[src/rtl/full_hash_param.sv]
// Streaming FNV-1 / FNV-1a hasher: one beat of BEAT_BYTES bytes is accepted in WAIT, then folded one byte per cycle.
// Latency: BEAT_BYTES cycles per beat (F_rtr low meanwhile); result valid the cycle after End_of_File, held until start/rst.
module full_hash_param #(
  parameter int BEAT_BYTES = 1,
  parameter int HASH_W     = 32
) (
  input  logic                    clk,
  input  logic                    rst,
  input  logic                    start,
  input  logic                    mode,
  input  logic [8*BEAT_BYTES-1:0] Data,
  input  logic [BEAT_BYTES-1:0]   Keep,
  input  logic                    F_dr,
  input  logic                    End_of_File,
  output logic [HASH_W-1:0]       R_h,
  output logic [31:0]             Length,
  output logic                    F_rtr,
  output logic                    H_ready
);

  typedef enum logic [1:0] {IDLE, WAIT, PROC, DONE} state_t;

  localparam int IDX_W = (BEAT_BYTES > 1) ? $clog2(BEAT_BYTES) : 1;
  localparam logic [IDX_W-1:0] LAST_IDX = IDX_W'(BEAT_BYTES - 1);
  localparam logic [HASH_W-1:0] BASIS = (HASH_W == 64) ? HASH_W'(64'hCBF2_9CE4_8422_2325)
                                                       : HASH_W'(32'h811C_9DC5);
  localparam logic [HASH_W-1:0] PRIME = (HASH_W == 64) ? HASH_W'(64'h0000_0100_0000_01B3)
                                                       : HASH_W'(32'h0100_0193);

  state_t                  state_q, state_d;
  logic [HASH_W-1:0]       h_q, h_d;
  logic [31:0]             len_q, len_d;
  logic                    mode_q, mode_d;
  logic [8*BEAT_BYTES-1:0] data_q, data_d;
  logic [BEAT_BYTES-1:0]   keep_q, keep_d;
  logic [IDX_W-1:0]        idx_q, idx_d;

  logic                    start_ok;
  logic                    beat_take;
  logic [7:0]              cur_byte;
  logic                    cur_keep;
  logic [HASH_W-1:0]       byte_ext;
  logic [HASH_W-1:0]       h_fnv1a;
  logic [HASH_W-1:0]       h_fnv1;

  assign start_ok  = start && ((state_q == IDLE) || (state_q == DONE));
  assign beat_take = (state_q == WAIT) && !End_of_File && F_dr;

  // Byte lane selected by the PROC index; bytes go out lowest lane first.
  always_comb begin
    cur_byte = 8'h00;
    cur_keep = 1'b0;
    for (int k = 0; k < BEAT_BYTES; k++) begin
      if (idx_q == IDX_W'(k)) begin
        cur_byte = data_q[8*k +: 8];
        cur_keep = keep_q[k];
      end
    end
  end

  assign byte_ext = {{(HASH_W-8){1'b0}}, cur_byte};
  assign h_fnv1a  = (h_q ^ byte_ext) * PRIME;
  assign h_fnv1   = (h_q * PRIME) ^ byte_ext;

  always_ff @(posedge clk) begin
    if (rst) begin
      state_q <= IDLE;
    end else begin
      state_q <= state_d;
    end
  end

  always_ff @(posedge clk) begin
    if (rst) begin
      h_q    <= '0;
      len_q  <= '0;
      mode_q <= 1'b0;
      data_q <= '0;
      keep_q <= '0;
      idx_q  <= '0;
    end else begin
      h_q    <= h_d;
      len_q  <= len_d;
      mode_q <= mode_d;
      data_q <= data_d;
      keep_q <= keep_d;
      idx_q  <= idx_d;
    end
  end

  always_comb begin
    state_d = state_q;
    unique case (state_q)
      IDLE: if (start_ok) state_d = WAIT;
      WAIT: begin
        if (End_of_File)  state_d = DONE;
        else if (F_dr)    state_d = PROC;
      end
      PROC: if (idx_q == LAST_IDX) state_d = WAIT;
      DONE: if (start_ok) state_d = WAIT;
      default: state_d = IDLE;
    endcase
  end

  always_comb begin
    h_d    = h_q;
    len_d  = len_q;
    mode_d = mode_q;
    data_d = data_q;
    keep_d = keep_q;
    idx_d  = idx_q;
    if (start_ok) begin
      h_d    = BASIS;
      len_d  = '0;
      mode_d = mode;
    end
    if (beat_take) begin
      data_d = Data;
      keep_d = Keep;
      idx_d  = '0;
    end
    if (state_q == PROC) begin
      idx_d = idx_q + IDX_W'(1);
      if (cur_keep) begin
        h_d   = mode_q ? h_fnv1 : h_fnv1a;
        len_d = len_q + 32'd1;
      end
    end
  end

  always_comb begin
    F_rtr   = (state_q == WAIT);
    H_ready = (state_q == DONE);
    R_h     = (state_q == DONE) ? h_q : '0;
    Length  = (state_q == DONE) ? len_q : '0;
  end

endmodule

[config.mk]
export PLATFORM = sky130hd
export DESIGN_NAME = full_hash_param
export DESIGN_NICKNAME = d
export VERILOG_FILES = /design/src/rtl/full_hash_param.sv
export SDC_FILE = /design/constraint.sdc
export NUM_CORES = 1
export LEC_CHECK = 0
export CAP_MARGIN = 20
export CORE_MARGIN = 2
export CORE_UTILIZATION = 63
export CTS_BUF_LIST = sky130_fd_sc_hd__clkbuf_2 sky130_fd_sc_hd__clkbuf_4 sky130_fd_sc_hd__clkbuf_8
export DETAILED_ROUTE_END_ITERATION = 10
export PLACE_DENSITY = 0.87
export SLEW_MARGIN = 20
export SYNTH_ARGS = -nofsm -noshare
export SYNTH_HDL_FRONTEND = slang
export SYNTH_SLANG_ARGS = --single-unit
[constraint.sdc]
create_clock -name clk -period 7.4 [get_ports clk]
set_input_delay 1.11 -clock clk [delete_from_list [all_inputs] [get_ports clk]]
set_output_delay 1.11 -clock clk [all_outputs]
set_load 0.01 [all_outputs]
After elaboration in Yosys (flattened, before gate mapping)
Index checks and enable logic that the tools add are counted.
- output and inout bits: 66
- bits of input ports: 15
- register bits: 77
- word-level logic and storage cells: 46
- reductions and logical operators: 9
- multiply operators: 2
- bitwise operators: 2
- equal/unequal tests: 6
- muxes and demuxes: 18
- $add $sub $neg: 2
- operator list (kind ; number):
    $mux W32 ; 9
    $mul A32 B25 Y32 const B ; 2
    $xor A32 B8 Y32 ; 2
    $add A32 B1 Y32 const B ; 1
    $mux W2 ; 4
    $mux W8 ; 1
    $pmux W2 S3 ; 1
    $eq A2 B2 Y1 const B ; 2
    $logic_and A1 B1 Y1 ; 3
    $mux W1 ; 3
    $ne A3 B3 Y1 const B ; 1
    $reduce_and A3 Y1 ; 1
    $eq A2 B1 Y1 const B ; 1
    $logic_not A2 Y1 ; 1
    $ne A2 B1 Y1 const B ; 1
    $ne A2 B2 Y1 const B ; 1
    $reduce_bool A2 Y1 ; 1
    $reduce_or A2 Y1 ; 1
    $add A1 B1 Y1 const B ; 1
    $logic_not A1 Y1 ; 1
    $logic_or A1 B1 Y1 ; 1

Depth between registers and ports, before layout
- depth after elaboration: 6
- depth in mapped cells: 23
- depth with buffers taken out: 23

Least setup slack after synthesis
Ideal clock, no wire load.
- path type: reg2reg
- start: reg idx_q
- end: reg h_q[29]
- data arrival time: 5.689 ns
- setup time: 0.125 ns
- cell stages (with the launch flop): 23
- slack: 1.586 ns
- period minus slack after synthesis: 5.814 ns
- cells stage by stage: dfxtp_1 clkbuf_1 nor2b_1 xor2_1 ha_1 ha_1 fa_1 ha_1 fa_1 ha_1 inv_1 fa_1 inv_1 ha_1 a211oi_1 nor2_1 a211oi_2 o21ai_2 a221o_2 a31oi_4 nor2_2 a2111oi_4 o31ai_1
- cells in the longest elaborated chain, start to end: 6
- elaborated cells between the ends (all ways): 7
- those cells by class: mul: 1; mux: 5; bitwise: 1
- ends and longest elaborated chain (what ; line ; source):
    start, declared ; 36 ; logic [IDX_W-1:0] idx_q, idx_d;
    start signal, assigned ; 87 ; idx_q <= idx_d;
    $mux W8 ; 54 ; if (idx_q == IDX_W'(k)) begin
    $xor A32 B8 Y32 ; 62 ; assign h_fnv1a = (h_q ^ byte_ext) * PRIME;
    $mul A32 B25 Y32 ; 62 ;
    $mux W32 ; 125 ; h_d = mode_q ? h_fnv1 : h_fnv1a;
    $mux W32 * ; 124 ; if (cur_keep) begin
    $mux W32 * ; 122 ; if (state_q == PROC) begin
    end signal, assigned ; 75 ; h_q <= '0;
    end signal, assigned ; 82 ; h_q <= h_d;
    end, declared ; 31 ; logic [HASH_W-1:0] h_q, h_d;
Mark *: on every way between the ends. The rest lies on a longest branch, timed or not.
A chain may end at the register's enable or synchronous reset.

Final worst setup path
Same ends and word-level chain as after synthesis.

==> flow_metrics.env <==
export IMPL_postLayoutCellArea_um2=14610
export IMPL_hpwl_um=28220
export IMPL_core_um2=20890
export IMPL_die_area_um2=22350
export IMPL_setup_violations_final=0
export IMPL_clockBufferDepth=2
export IMPL_vias_per_cell=5.890
export IMPL_yosysMostFrequentCell="inv_1"
export IMPL_portBuffers=80
export IMPL_io_pins=81
export IMPL_die_y_um=149.5
export IMPL_grt_first_pass_wirelength_um=56010
export IMPL_power_density_nw_per_um2=192.3
export IMPL_worst_ep_arrival_time_ps=6660
export IMPL_async_flop_share=0
export IMPL_worst_pin_slew_ps=1037
export IMPL_hold_path_class="register to register"
export IMPL_yosysTopAreaCell="ha_1"
export IMPL_cts_tree="built"
export IMPL_cts_htree_levels=3
export IMPL_final_nets=2054
export IMPL_track_usage=0.3186
export IMPL_p_leak_uw=0.007777
export IMPL_drive_gt1_frac=0.02756
export IMPL_drt_pass1_iterations=6
export IMPL_status="finished clean"
export IMPL_root_buffer="clkbuf_8"
export IMPL_synth_edf_count=0
export IMPL_syn_area_um2=13340
export IMPL_cp_max_fo=12
export IMPL_antenna_cells=0
export IMPL_finalClockSkew_ps=5.307
export IMPL_avgSynthCellArea_um2=8.527
export IMPL_tns_ps=0
export IMPL_r2r_slack_ps=1010
export IMPL_cts_buffers=9
export IMPL_grt_max_degree=66
export IMPL_drc=0
export IMPL_finalHoldViolCount=0
export IMPL_clk_latency_ps=380
export IMPL_reg2regPathDepth=21
export IMPL_drtIter0Drc=930
export IMPL_initial_core_util=0.6385
export IMPL_r2r_start="idx_q"
export IMPL_post_cts_buffers=0
export IMPL_clkSlewWorstSetupHoldPaths_ps=80
export IMPL_path_class="register to register"
export IMPL_startpoint_type="register"
export IMPL_row_count=53
export IMPL_synth_distinct_cells=67
export IMPL_critPathRequiredTime_ps=7670
export IMPL_ys_seq_area_frac=0.1156
export IMPL_grt_overflow=0
export IMPL_slew_headroom=0.3086
export IMPL_ys_top_cells_by_count="inv_1, ha_1, fa_1"
export IMPL_cap_viol_max_count=0
export IMPL_whs_path_depth=2
export IMPL_nFillCells=1599
export IMPL_fin_crit_ps=6390
export IMPL_hp_start="data_q[7]"
export IMPL_irDropWorstVdd_mv=0.1257
export IMPL_synth_area_top_cells="ha_1, fa_1, dfxtp_1"
export IMPL_rsz0062_at_grt="no"
export IMPL_dieWidth_um=149.5
export IMPL_holdPathEnd="data_q[7]"
export IMPL_grt_pass1_vias=11360
export IMPL_synth_ff_type="dfxtp_1"
export IMPL_hold_buffers=0
export IMPL_placed_area_um2=14410
export IMPL_cp_end_kind="register"
export IMPL_postSynthCellCount=1564
export IMPL_num_vias=11240
export IMPL_max_freq_mhz=156.5
export IMPL_ys_ff_latch=77
export IMPL_r2r_end="h_q[29]"
export IMPL_min_period_over_period=0.8635
export IMPL_area_growth_pct=9.532
export IMPL_fin_util=0.6993
export IMPL_antenna_left=0
export IMPL_grt_antenna_before_repair=0
export IMPL_drt_total_wl_um=34770
export IMPL_cts_resized=0
export IMPL_synthesis_nets=1990
export IMPL_wl_per_cell_um=18.22
export IMPL_clock_sinks=77
export IMPL_slew_viol_final=0
export IMPL_ys_warn_count=0
export IMPL_gp_congestion=1.005
export IMPL_yosysTopAreaCellShare=0.2721
layout by cell type, fill, tap and decap left out, types with 42 or more instances in the layout:
master,instances
nor2_1,119
fa_1,121
dfxtp_1,77
nand2_1,84
inv_1,299
ha_1,289
a21oi_1,62
and2_1,68
clkdlybuf4s50_1,79
nand3_1,42
xnor2_1,53
sequential cells by signal, indices dropped and copies added (netlist names):
register	cells
h_q	32
len_q	32
data_q	8
state_q	2
idx_q	1
keep_q	1
mode_q	1
report_power, final:
group / internal, uW / switching, uW / leakage [uW] / total (uW)
sequential: 434 / 53.7 / 0.000625 / 488
combinational: 791 / 1200 / 0.00705 / 1990
clock: 163 / 169 / 0.000107 / 333
total: 1390 / 1420 / 0.00778 / 2810
worst max path at each step:
| stage | start | to | slack (ps) |
|---|---|---|---|
| 5_1_grt | idx_q | h_q[29] | 690 |
| 3_5_place_dp | idx_q | h_q[29] | 1100 |
| 2_1_floorplan | idx_q | h_q[29] | 1590 |
| 3_3_place_gp | idx_q | h_q[29] | 1300 |
| 6_report | idx_q | h_q[29] | 1010 |
| 4_1_cts | idx_q | h_q[29] | 1040 |
per-layer routing:
layer	track usage	share of wire	routed length (um)
met1	0.4070	0.41	14170
met2	0.5413	0.48	16800
met3	0.05152	0.075	2616
met4	0.1233	0.034	1187
met5	0	0	0
worst max-delay path, cell delays in order (launching register included):
cell	delay, ps
dfxtp_1	420
nor2b_1	320
xor2_1	520
ha_1	350
ha_1	320
fa_1	440
ha_1	220
fa_1	450
ha_1	290
inv_1	50
fa_1	480
inv_1	40
ha_1	330
a211oi_1	330
nor2_1	130
a211oi_2	340
o21ai_2	140
a221o_2	400
a31oi_4	250
nor2_2	80
a2111oi_4	270
o31ai_1	100
through the flow:
step           worst slack, ps  std cells  hold slack [ps]  power (uW)
2_1_floorplan             1586       1564            455.3        1932
3_3_place_gp              1297       1892            471.8        2352
3_5_place_dp              1097       1892            489.0        2437
4_1_cts                   1045       1908            507.2        2777
5_1_grt                  688.6       1908            527.9        3064
6_report                  1010       1908            506.0        2809
area by class of cell:
class                           count  area (um2)  area share
Clock buffer                       14       186.4     0.01276
Clock inverter                      2       13.76   0.0009422
Inverter                          299        1122     0.07683
Multi-Input combinational cell   1153       10540      0.7218
Sequential cell                    77        1541      0.1055
Tap cell                          275       344.1     0.02355
Timing Repair Buffer               88       855.8     0.05859
logic make-up (layout without fill, tap and decap cells):
| family | after synthesis | count (layout) | share of synthesized area |
|---|---|---|---|
| simple gates | 420 | 420 | 0.1554 |
| fa+ha+maj | 411 | 411 | 0.4537 |
| buf+inv | 334 | 403 | 0.09401 |
| compound gates | 216 | 216 | 0.1091 |
| xor+xnor | 83 | 83 | 0.05451 |
| flops | 77 | 77 | 0.1156 |
| mux | 23 | 23 | 0.01773 |
Note: power is estimated with default switching activity, not from simulation.
